--- config.mk ---
export PLATFORM = sky130hd
export DESIGN_NAME = jbitser_flat
export DESIGN_NICKNAME = d
export VERILOG_FILES = /design/src/rtl/jbitser_pkg.sv /design/src/rtl/jbitser_if.sv /design/src/rtl/jbitctr.sv /design/src/rtl/jgates.sv /design/src/rtl/jbitser.sv /design/src/flat_wrapper.sv
export SDC_FILE = /design/constraint.sdc
export NUM_CORES = 1
export LEC_CHECK = 0
export BUFFER_PORTS_ARGS = -buffer_cell sky130_fd_sc_hd__buf_4
export CORE_ASPECT_RATIO = 1.2
export CORE_MARGIN = 10
export CORE_UTILIZATION = 46
export CTS_BUF_LIST = sky130_fd_sc_hd__clkbuf_4 sky130_fd_sc_hd__clkbuf_8
export DETAILED_ROUTE_END_ITERATION = 6
export PLACE_DENSITY = 0.76
export REMOVE_ABC_BUFFERS = 1
export SYNTH_ARGS = -nofsm -noshare
export SYNTH_HDL_FRONTEND = slang
export SYNTH_SLANG_ARGS = --single-unit
--- constraint.sdc ---
create_clock -name wclk -period 2.55 [get_ports wclk]
set_clock_uncertainty 0.05 [all_clocks]
set_input_delay 0.3825 -clock wclk [delete_from_list [all_inputs] [get_ports wclk]]
set_output_delay 0.3825 -clock wclk [all_outputs]
set_load 0.03 [all_outputs]
--- src/rtl/jbitser_pkg.sv ---
// Shared types for the bit-serial add/compare unit: FSM encoding and op codes.
package jbitser_pkg;
  typedef enum logic [1:0] {IDLE = 2'd0, RUN = 2'd1, DONE = 2'd2} state_t;
  localparam logic OP_ADD = 1'b0;
  localparam logic OP_CMP = 1'b1;
endpackage

--- src/rtl/jbitser_if.sv ---
// Request/result bundle for jbitser; wzero exists only when JBITSER_ZERO_EN is defined.
interface jbitser_if #(parameter int N = 8);
  logic         wstart;
  logic         wop;
  logic [N-1:0] wa;
  logic [N-1:0] wb;
  logic         wci;
  logic         wbusy;
  logic         wdone;
  logic [N-1:0] wc;
  logic         wco;
  logic         weqo;
  logic         walo;
`ifdef JBITSER_ZERO_EN
  logic         wzero;
  modport master (output wstart, wop, wa, wb, wci,
                  input  wbusy, wdone, wc, wco, weqo, walo, wzero);
  modport slave  (input  wstart, wop, wa, wb, wci,
                  output wbusy, wdone, wc, wco, weqo, walo, wzero);
`else
  modport master (output wstart, wop, wa, wb, wci,
                  input  wbusy, wdone, wc, wco, weqo, walo);
  modport slave  (input  wstart, wop, wa, wb, wci,
                  output wbusy, wdone, wc, wco, weqo, walo);
`endif
endinterface

--- src/rtl/jbitctr.sv ---
// Loadable bit-cycle down-counter; tc marks the last bit-cycle of a run.
module jbitctr #(parameter int W = 4) (
  input  logic         wclk,
  input  logic         wrst_n,
  input  logic         ld,
  input  logic         en,
  input  logic [W-1:0] ldv,
  output logic         tc
);
  logic [W-1:0] cnt;

  // Saturates at zero so an idle enable can never wrap the count.
  always_ff @(posedge wclk or negedge wrst_n)
    if (!wrst_n)                cnt <= '0;
    else if (ld)                cnt <= ldv;
    else if (en && cnt != '0)   cnt <= cnt - W'(1);

  assign tc = (cnt == '0);
endmodule

--- src/rtl/jgates.sv ---
// Gate library leaf cells used to build the time-shared bit cell.
module jadd (input logic a, input logic b, input logic ci, output logic s, output logic co);
  assign s  = a ^ b ^ ci;
  assign co = (a & b) | (ci & (a ^ b));
endmodule

// One MSB-first step of an unsigned magnitude compare.
module jcmp (input logic a, input logic b, input logic eqi, input logic gti,
             output logic eqo, output logic gto);
  assign eqo = eqi & ~(a ^ b);
  assign gto = gti | (eqi & a & ~b);
endmodule

module jand (input logic a, input logic b, output logic y);
  assign y = a & b;
endmodule

module jor (input logic a, input logic b, output logic y);
  assign y = a | b;
endmodule

module jnot (input logic a, output logic y);
  assign y = ~a;
endmodule

--- src/rtl/jbitser.sv ---
// Bit-serial N-bit add (LSB first) / unsigned compare (MSB first) on one shared bit cell.
// Optional zero-result flag under JBITSER_ZERO_EN.
module jbitser
  import jbitser_pkg::*;
#(
  parameter int N = 8
) (
  input logic     wclk,
  input logic     wrst_n,
  jbitser_if.slave bus
);
  localparam int W = $clog2(N) + 1;

  state_t       st;
  logic [N-1:0] a_r, b_r, c_r, c_nxt;
  logic         op_r, carry, eq, alg;
  logic         busy, done, co_r, eqo_r, alo_r;
  logic         cmp, abit, bbit, sum, cout, ceq, cgt;
  logic         x_or, x_and, x_nand, x_bit, rbit, tc, ld;
`ifdef JBITSER_ZERO_EN
  logic         zero_r;
`endif

  assign cmp  = (op_r == OP_CMP);
  assign abit = cmp ? a_r[N-1] : a_r[0];
  assign bbit = cmp ? b_r[N-1] : b_r[0];

  jadd u_add (.a(abit), .b(bbit), .ci(carry), .s(sum), .co(cout));
  jcmp u_cmp (.a(abit), .b(bbit), .eqi(eq), .gti(alg), .eqo(ceq), .gto(cgt));

  // Compare result bit is a^b, built from the library cells.
  jor  u_or   (.a(abit),  .b(bbit),   .y(x_or));
  jand u_and  (.a(abit),  .b(bbit),   .y(x_and));
  jnot u_not  (.a(x_and), .y(x_nand));
  jand u_xand (.a(x_or),  .b(x_nand), .y(x_bit));

  assign rbit  = cmp ? x_bit : sum;
  // Result shifts toward the end it started from so the last bit lands in place.
  assign c_nxt = cmp ? {c_r[N-2:0], rbit} : {rbit, c_r[N-1:1]};
  assign ld    = bus.wstart && (st != RUN);

  jbitctr #(.W(W)) u_ctr (
    .wclk  (wclk),
    .wrst_n(wrst_n),
    .ld    (ld),
    .en    (st == RUN),
    .ldv   (W'(N - 1)),
    .tc    (tc)
  );

  always_ff @(posedge wclk or negedge wrst_n)
    if (!wrst_n) begin
      st    <= IDLE;
      a_r   <= '0;
      b_r   <= '0;
      c_r   <= '0;
      op_r  <= OP_ADD;
      carry <= 1'b0;
      eq    <= 1'b0;
      alg   <= 1'b0;
      busy  <= 1'b0;
      done  <= 1'b0;
      co_r  <= 1'b0;
      eqo_r <= 1'b0;
      alo_r <= 1'b0;
`ifdef JBITSER_ZERO_EN
      zero_r <= 1'b0;
`endif
    end else begin
      done <= 1'b0;
      case (st)
        RUN: begin
          a_r   <= cmp ? {a_r[N-2:0], 1'b0} : {1'b0, a_r[N-1:1]};
          b_r   <= cmp ? {b_r[N-2:0], 1'b0} : {1'b0, b_r[N-1:1]};
          c_r   <= c_nxt;
          carry <= cout;
          eq    <= ceq;
          alg   <= cgt;
          if (tc) begin
            st    <= DONE;
            busy  <= 1'b0;
            done  <= 1'b1;
            co_r  <= ~cmp & cout;
            eqo_r <= cmp & ceq;
            alo_r <= cmp & cgt;
`ifdef JBITSER_ZERO_EN
            zero_r <= (c_nxt == '0);
`endif
          end
        end
        default: begin
          if (bus.wstart) begin
            st    <= RUN;
            busy  <= 1'b1;
            a_r   <= bus.wa;
            b_r   <= bus.wb;
            op_r  <= bus.wop;
            carry <= bus.wci;
            eq    <= 1'b1;
            alg   <= 1'b0;
          end else begin
            st <= IDLE;
          end
        end
      endcase
    end

  assign bus.wbusy = busy;
  assign bus.wdone = done;
  assign bus.wc    = c_r;
  assign bus.wco   = co_r;
  assign bus.weqo  = eqo_r;
  assign bus.walo  = alo_r;
`ifdef JBITSER_ZERO_EN
  assign bus.wzero = zero_r;
`endif
endmodule

--- src/flat_wrapper.sv ---
// flat-port wrapper written by rule: the top's interface ports become plain ports
module jbitser_flat import jbitser_pkg::*;
#(
  parameter int N = 8
)
  (wclk, wrst_n, bus_wstart, bus_wop, bus_wa, bus_wb, bus_wci, bus_wbusy, bus_wdone, bus_wc, bus_wco, bus_weqo, bus_walo);
  jbitser_if #(.N(N)) bus_i ();
  input logic wclk;
  input logic wrst_n;
  input wire logic [$bits(bus_i.wstart)-1:0] bus_wstart;
  input wire logic [$bits(bus_i.wop)-1:0] bus_wop;
  input wire logic [$bits(bus_i.wa)-1:0] bus_wa;
  input wire logic [$bits(bus_i.wb)-1:0] bus_wb;
  input wire logic [$bits(bus_i.wci)-1:0] bus_wci;
  output wire logic [$bits(bus_i.wbusy)-1:0] bus_wbusy;
  output wire logic [$bits(bus_i.wdone)-1:0] bus_wdone;
  output wire logic [$bits(bus_i.wc)-1:0] bus_wc;
  output wire logic [$bits(bus_i.wco)-1:0] bus_wco;
  output wire logic [$bits(bus_i.weqo)-1:0] bus_weqo;
  output wire logic [$bits(bus_i.walo)-1:0] bus_walo;
  assign bus_i.wstart = bus_wstart;
  assign bus_i.wop = bus_wop;
  assign bus_i.wa = bus_wa;
  assign bus_i.wb = bus_wb;
  assign bus_i.wci = bus_wci;
  assign bus_wbusy = bus_i.wbusy;
  assign bus_wdone = bus_i.wdone;
  assign bus_wc = bus_i.wc;
  assign bus_wco = bus_i.wco;
  assign bus_weqo = bus_i.weqo;
  assign bus_walo = bus_i.walo;
  jbitser #(.N(N)) u_core (.wclk(wclk), .wrst_n(wrst_n), .bus(bus_i));
endmodule
After elaboration in Yosys (flattened, before gate mapping)
Cells that the tools add are included.

word-level totals
  register bits after elaboration = 39
  bits in latches = 0
  bits in writable memories = 0
  memory bits (read-only) = 0
  input port bits = 21
  memories kept = 0

operators by class
  $add $sub $neg = 1
  multiply operators = 0
  divide/modulo/power cells = 0
  order comparisons = 0
  equality and inequality tests = 3
  shifts and indexed selects = 0
  mux-type cells = 25
  bitwise gates (word level) = 19
  reduce and logical (&&, ||, !) cells = 9

operator list
  kind                                                                    number
  8-bit 2-to-1 mux                                                        7
  1-bit 2-to-1 mux                                                        14
  1-bit bitwise AND                                                       9
  4-bit 2-to-1 mux                                                        2
  2-bit AND reduction                                                     3
  1-bit NOT                                                               5
  4-bit zero test                                                         1
  2-bit 2-to-1 mux                                                        2
  2-bit by 1-bit != test with 1-bit output (second input constant)        2
  2-bit nonzero test                                                      2
  4-bit nonzero test                                                      1
  4-bit by 1-bit subtractor with 4-bit output (second input constant)     1
  1-bit bitwise OR                                                        3
  2-bit by 1-bit equality test with 1-bit output (second input constant)  1
  1-bit logical AND                                                       2
  1-bit bitwise XOR                                                       2

Longest topological paths before layout
  depth in word-level cells = 6
  mapped depth = 6
  gate-level depth less buffers = 6

Modules after synthesis
Synthesis repeated with hierarchy kept, for this count alone.

second synthesis, totals
  cells, all modules = 200
  area total of the unflattened synthesis = 2057.0 um^2

by module, submodules not included
  module   times used  cells each  area an instance (um^2)  sequential area each (um^2)
  jbitser  1           164         1717.9                   875.8
  jbitctr  1           27          270.3                    100.1
  jcmp     1           4           26.3                     0.0
  jadd     1           1           20.0                     0.0
  jand     2           1           6.3                      0.0
  jor      1           1           6.3                      0.0
  jnot     1           1           3.8                      0.0

Worst setup path after synthesis
Ideal clock, no wire load.

  kind = register to register
  start point = reg u_core.op_r, in the netlist u_core.cmp
  end point = reg u_core.c_r[7], in the netlist u_core.bus.wc[7]
  setup time = 83 ps
  data arrival time = 1685 ps
  data required time = 2417 ps
  setup slack = 732 ps
  cell stages (with the launch flop) = 6
  clock period less this slack = 1818 ps
  cells stage by stage = dfrtp_1 buf_2 mux2_2 fa_1 mux2i_1 o21ai_0

on the way
  cells in the longest elaborated chain, start to end = 6
  elaborated cells on any way between the ends = 10
  those cells by class = mux: 4; bitwise: 6

RTL lines
  item                                        RTL line                      source
  start, declared                             jbitser.sv:16                 logic op_r, carry, eq, alg;
  start signal, assigned                      jbitser.sv:97                 op_r <= bus.wop;
  1-bit 2-to-1 mux, on equally long branches  jbitser.sv:25, jbitser.sv:26
  1-bit bitwise AND                           jgates.sv:15                  assign y = a & b;
  1-bit NOT                                   jgates.sv:23                  assign y = ~a;
  1-bit bitwise AND                           jgates.sv:15
  1-bit 2-to-1 mux                            jbitser.sv:37                 assign rbit = cmp ? x_bit : sum;
  8-bit 2-to-1 mux (*)                        jbitser.sv:39                 assign c_nxt = cmp ? {c_r[N-2:0], rbit} : {rbit, c_r[N-1:1]};
  end signal, assigned                        jbitser.sv:75                 c_r <= c_nxt;
  end, declared                               jbitser.sv:15                 logic [N-1:0] a_r, b_r, c_r, c_nxt;

Mark *: on every way between the ends. The rest lies on a longest branch, timed or not.
A chain may end at the register's enable or synchronous reset.

Worst setup path in the final report
Same ends and word-level chain as after synthesis.

==> flow_summary.json <==
{
  "drc_errors": 0,
  "synth_edf_count": 0,
  "antenna_found_initial": 0,
  "drive_above_1_share": 0.226,
  "fin_tns_setup_ns": 0,
  "final_hold_viol_count": 0,
  "post-route-cell-area_sq_mm": 0.00235,
  "crit_family": "adder cells",
  "slew_viol_final": 0,
  "fp.dieW_microns": 79.4,
  "cp-start-kind": "flip-flop",
  "grt_pass1_vias": 1496,
  "vias_per_cell": 5.28,
  "clk_latency_ns": 0.29,
  "cts_buffers": 5,
  "max_freq_mhz": 614,
  "status": "complete, no violations",
  "cts_sinks": 39,
  "synth_area_sq_mm": 0.00195,
  "nets": 244,
  "grt_max_degree": 40,
  "ys_seq_elements": 39,
  "rows": 25,
  "die_y_microns": 91.3,
  "synthArstFlopShare": 1.00,
  "dpl_cell_area_sq_mm": 0.00224,
  "slowest_delay_ns": 0.54,
  "ys.flop_type": "dfrtp_1",
  "fin_cells": 275,
  "drv_cap": 0,
  "synth_warnings": 0,
  "synth_top_area_frac": 0.501,
  "clk_pin_slew_ns": 0.07,
  "drt-initial-drc-count": 72,
  "wl_per_cell_microns": 14.9,
  "routed.top_layer": "met4",
  "synth_area_leaders": "dfrtp_1 (50%), mux2i_1 (14%), a21oi_1 (5.6%), o21ai_0 (4.4%), a211oi_1 (4.2%)",
  "dp_cells": 267,
  "setup_violations": 0,
  "grt_overflow_total": 0,
  "synth.most_common_cell": "dfrtp_1",
  "grt_usage": 0.119,
  "die-area_sq_mm": 0.00725,
  "ys_types": 27,
  "cts_resized": 0,
  "syn_to_final_growth_pct": 20.4,
  "ios": 34,
  "slew_headroom": 0.661,
  "syn_area_per_cell_sq_um": 10.4,
  "rsz0062_at_grt": "no",
  "drt_wl_total_microns": 4110,
  "critical_path.max_fanout": 4,
  "arrival_ns": 1.79,
  "ir_worst_vdd_v": 0.000701,
  "postCtsSetupRepairBufs": 0,
  "syn-instance-count": 188,
  "yosysSeqAreaShare": 0.501,
  "cts-root-buf": "clkbuf_8",
  "crit_chain": "mux2_2 > fa_1 > mux2i_1 > o21ai_0",
  "critical_path.slowest_cell": "fa_1",
  "power_density_mw_per_mm2": 1340,
  "drt-met1-wl_microns": 1910,
  "gp_congestion": 0.792,
  "dp_hpwl_microns": 2840,
  "hp-class": "in2async",
  "path_buf_inv": 0,
  "initial_core_util": 0.487,
  "p_leak_nw": 1.12,
  "hold_buffers": 0,
  "wl_met2_microns": 1840,
  "fin_util": 0.586,
  "period_share": 0.639,
  "drt_pass1_iterations": 4,
  "cts_htree_levels": 2,
  "cts_tree": "done",
  "numPortBuffers": 33,
  "tightestPinTransition_ns": 0.509,
  "total_power_mw": 3.14,
  "num_antenna_cells": 0,
  "drtAntennaViolNets": 0,
  "wl_met3_microns": 292,
  "crit_type": "reg2reg",
  "synth_commonest_cells": "dfrtp_1 (39), mux2i_1 (27), a21oi_1 (22)",
  "grt_pass1_wl_microns": 7120,
  "cp-end-kind": "flip-flop",
  "post-route-min-period_ns": 1.63,
  "num_vias": 1451,
  "cts_buffer_depth": 2,
  "design.core.area_sq_mm": 0.00400,
  "yosysTopAreaCell": "dfrtp_1",
  "cp_data_required_time_ns": 2.71
}
metal layers:
| metal | global-route usage | vias to the layer above |
|---|---|---|
| li1 | - | 733 |
| met1 | 0.147 | 681 |
| met2 | 0.180 | 29 |
| met3 | 0.0483 | 8 |
| met4 | 0.0479 | 0 |
| met5 | 0 | - |
registers in the layout, summed over array words and instances (netlist names):
name and cells:
u_core.a_r 8, u_core.b_r 8, u_core.bus.wc 8, u_core.u_ctr.cnt 4
u_core.st 2, u_core.alg 1, u_core.bus.walo 1, u_core.bus.wbusy 1
u_core.bus.wco 1, u_core.bus.wdone 1, u_core.bus.weqo 1, u_core.carry 1
u_core.cmp 1, u_core.eq 1
path summary, 6_finish.rpt:
path / from / to / depth (start not counted) / slack [ns]
setup / recovery: u_core.cmp$_DFFE_PN0P_ / u_core.bus.wc[7]$_DFFE_PN0P_ / 4 / 0.92
setup reg to reg: u_core.cmp$_DFFE_PN0P_ / u_core.bus.wc[7]$_DFFE_PN0P_ / 4 / 0.92
min in group wclk: bus_wop / u_core.cmp$_DFFE_PN0P_ / 2 / 0.29
max in group asynchronous: wrst_n / u_core.a_r[4]$_DFFE_PN0P_ / 1 / 2.09
hold reg to reg: u_core.bus.wbusy$_DFFE_PN0P_ / u_core.bus.wbusy$_DFFE_PN0P_ / 2 / 0.47
hold / removal: wrst_n / u_core.bus.wbusy$_DFFE_PN0P_ / 1 / 0.01
cell families (layout without fill, tap and decap cells):
kind of cell | after synthesis | after routing | synth area share
buf+inv | 22 | 55 | 0.0475
fa+ha+maj | 3 | 3 | 0.0231
flops | 39 | 39 | 0.501
mux | 30 | 30 | 0.156
compound gates | 59 | 59 | 0.181
simple gates | 35 | 35 | 0.0918
worst reg2reg max path, cell delays in order, from the launching register on:
cell and delay, ns:
dfrtp_1 0.40, mux2_2 0.38, fa_1 0.54, mux2i_1 0.06, o21ai_0 0.13
area by class of cell:
cell class,count,area [sq um]
fillers,383,1660
flip-flops and latches,39,976
multi-input cells,127,881
repair buffers,38,285
clock buffers,8,104
well taps,54,67.6
inverters,9,33.8
per-stage QoR:
stage,hold WS (ns),setup slack (ns)
floorplan,0.0369,0.207
global placement,0.334,0.953
detailed placement,0.338,0.898
CTS,0.0165,0.907
global route,0.0415,0.731
finish,0.0142,0.921
cell usage in the layout, fill, tap and decap left out:
master / instances
a211oi_1: 11
a21oi_1: 22
a2bb2oi_1: 1
a31oi_1: 1
a32o_1: 2
buf_4: 38
clkbuf_4: 1
clkbuf_8: 7
dfrtp_1: 39
fa_1: 1
ha_1: 2
inv_1: 9
mux2_2: 3
mux2i_1: 27
nand2_1: 16
nand2b_1: 1
nor2_1: 2
nor2b_1: 12
nor3b_1: 1
o211a_1: 1
o21ai_0: 17
o22ai_1: 1
o311ai_0: 1
o31ai_1: 2
or3_1: 1
or3b_2: 1
or4_1: 1
where the power goes:
part	internal (mW)	switching, mW
combinational	0.660	0.856
clock	0.258	0.211
sequential	0.920	0.233
total	1.84	1.30
Note: power is estimated with default switching activity, not from simulation.
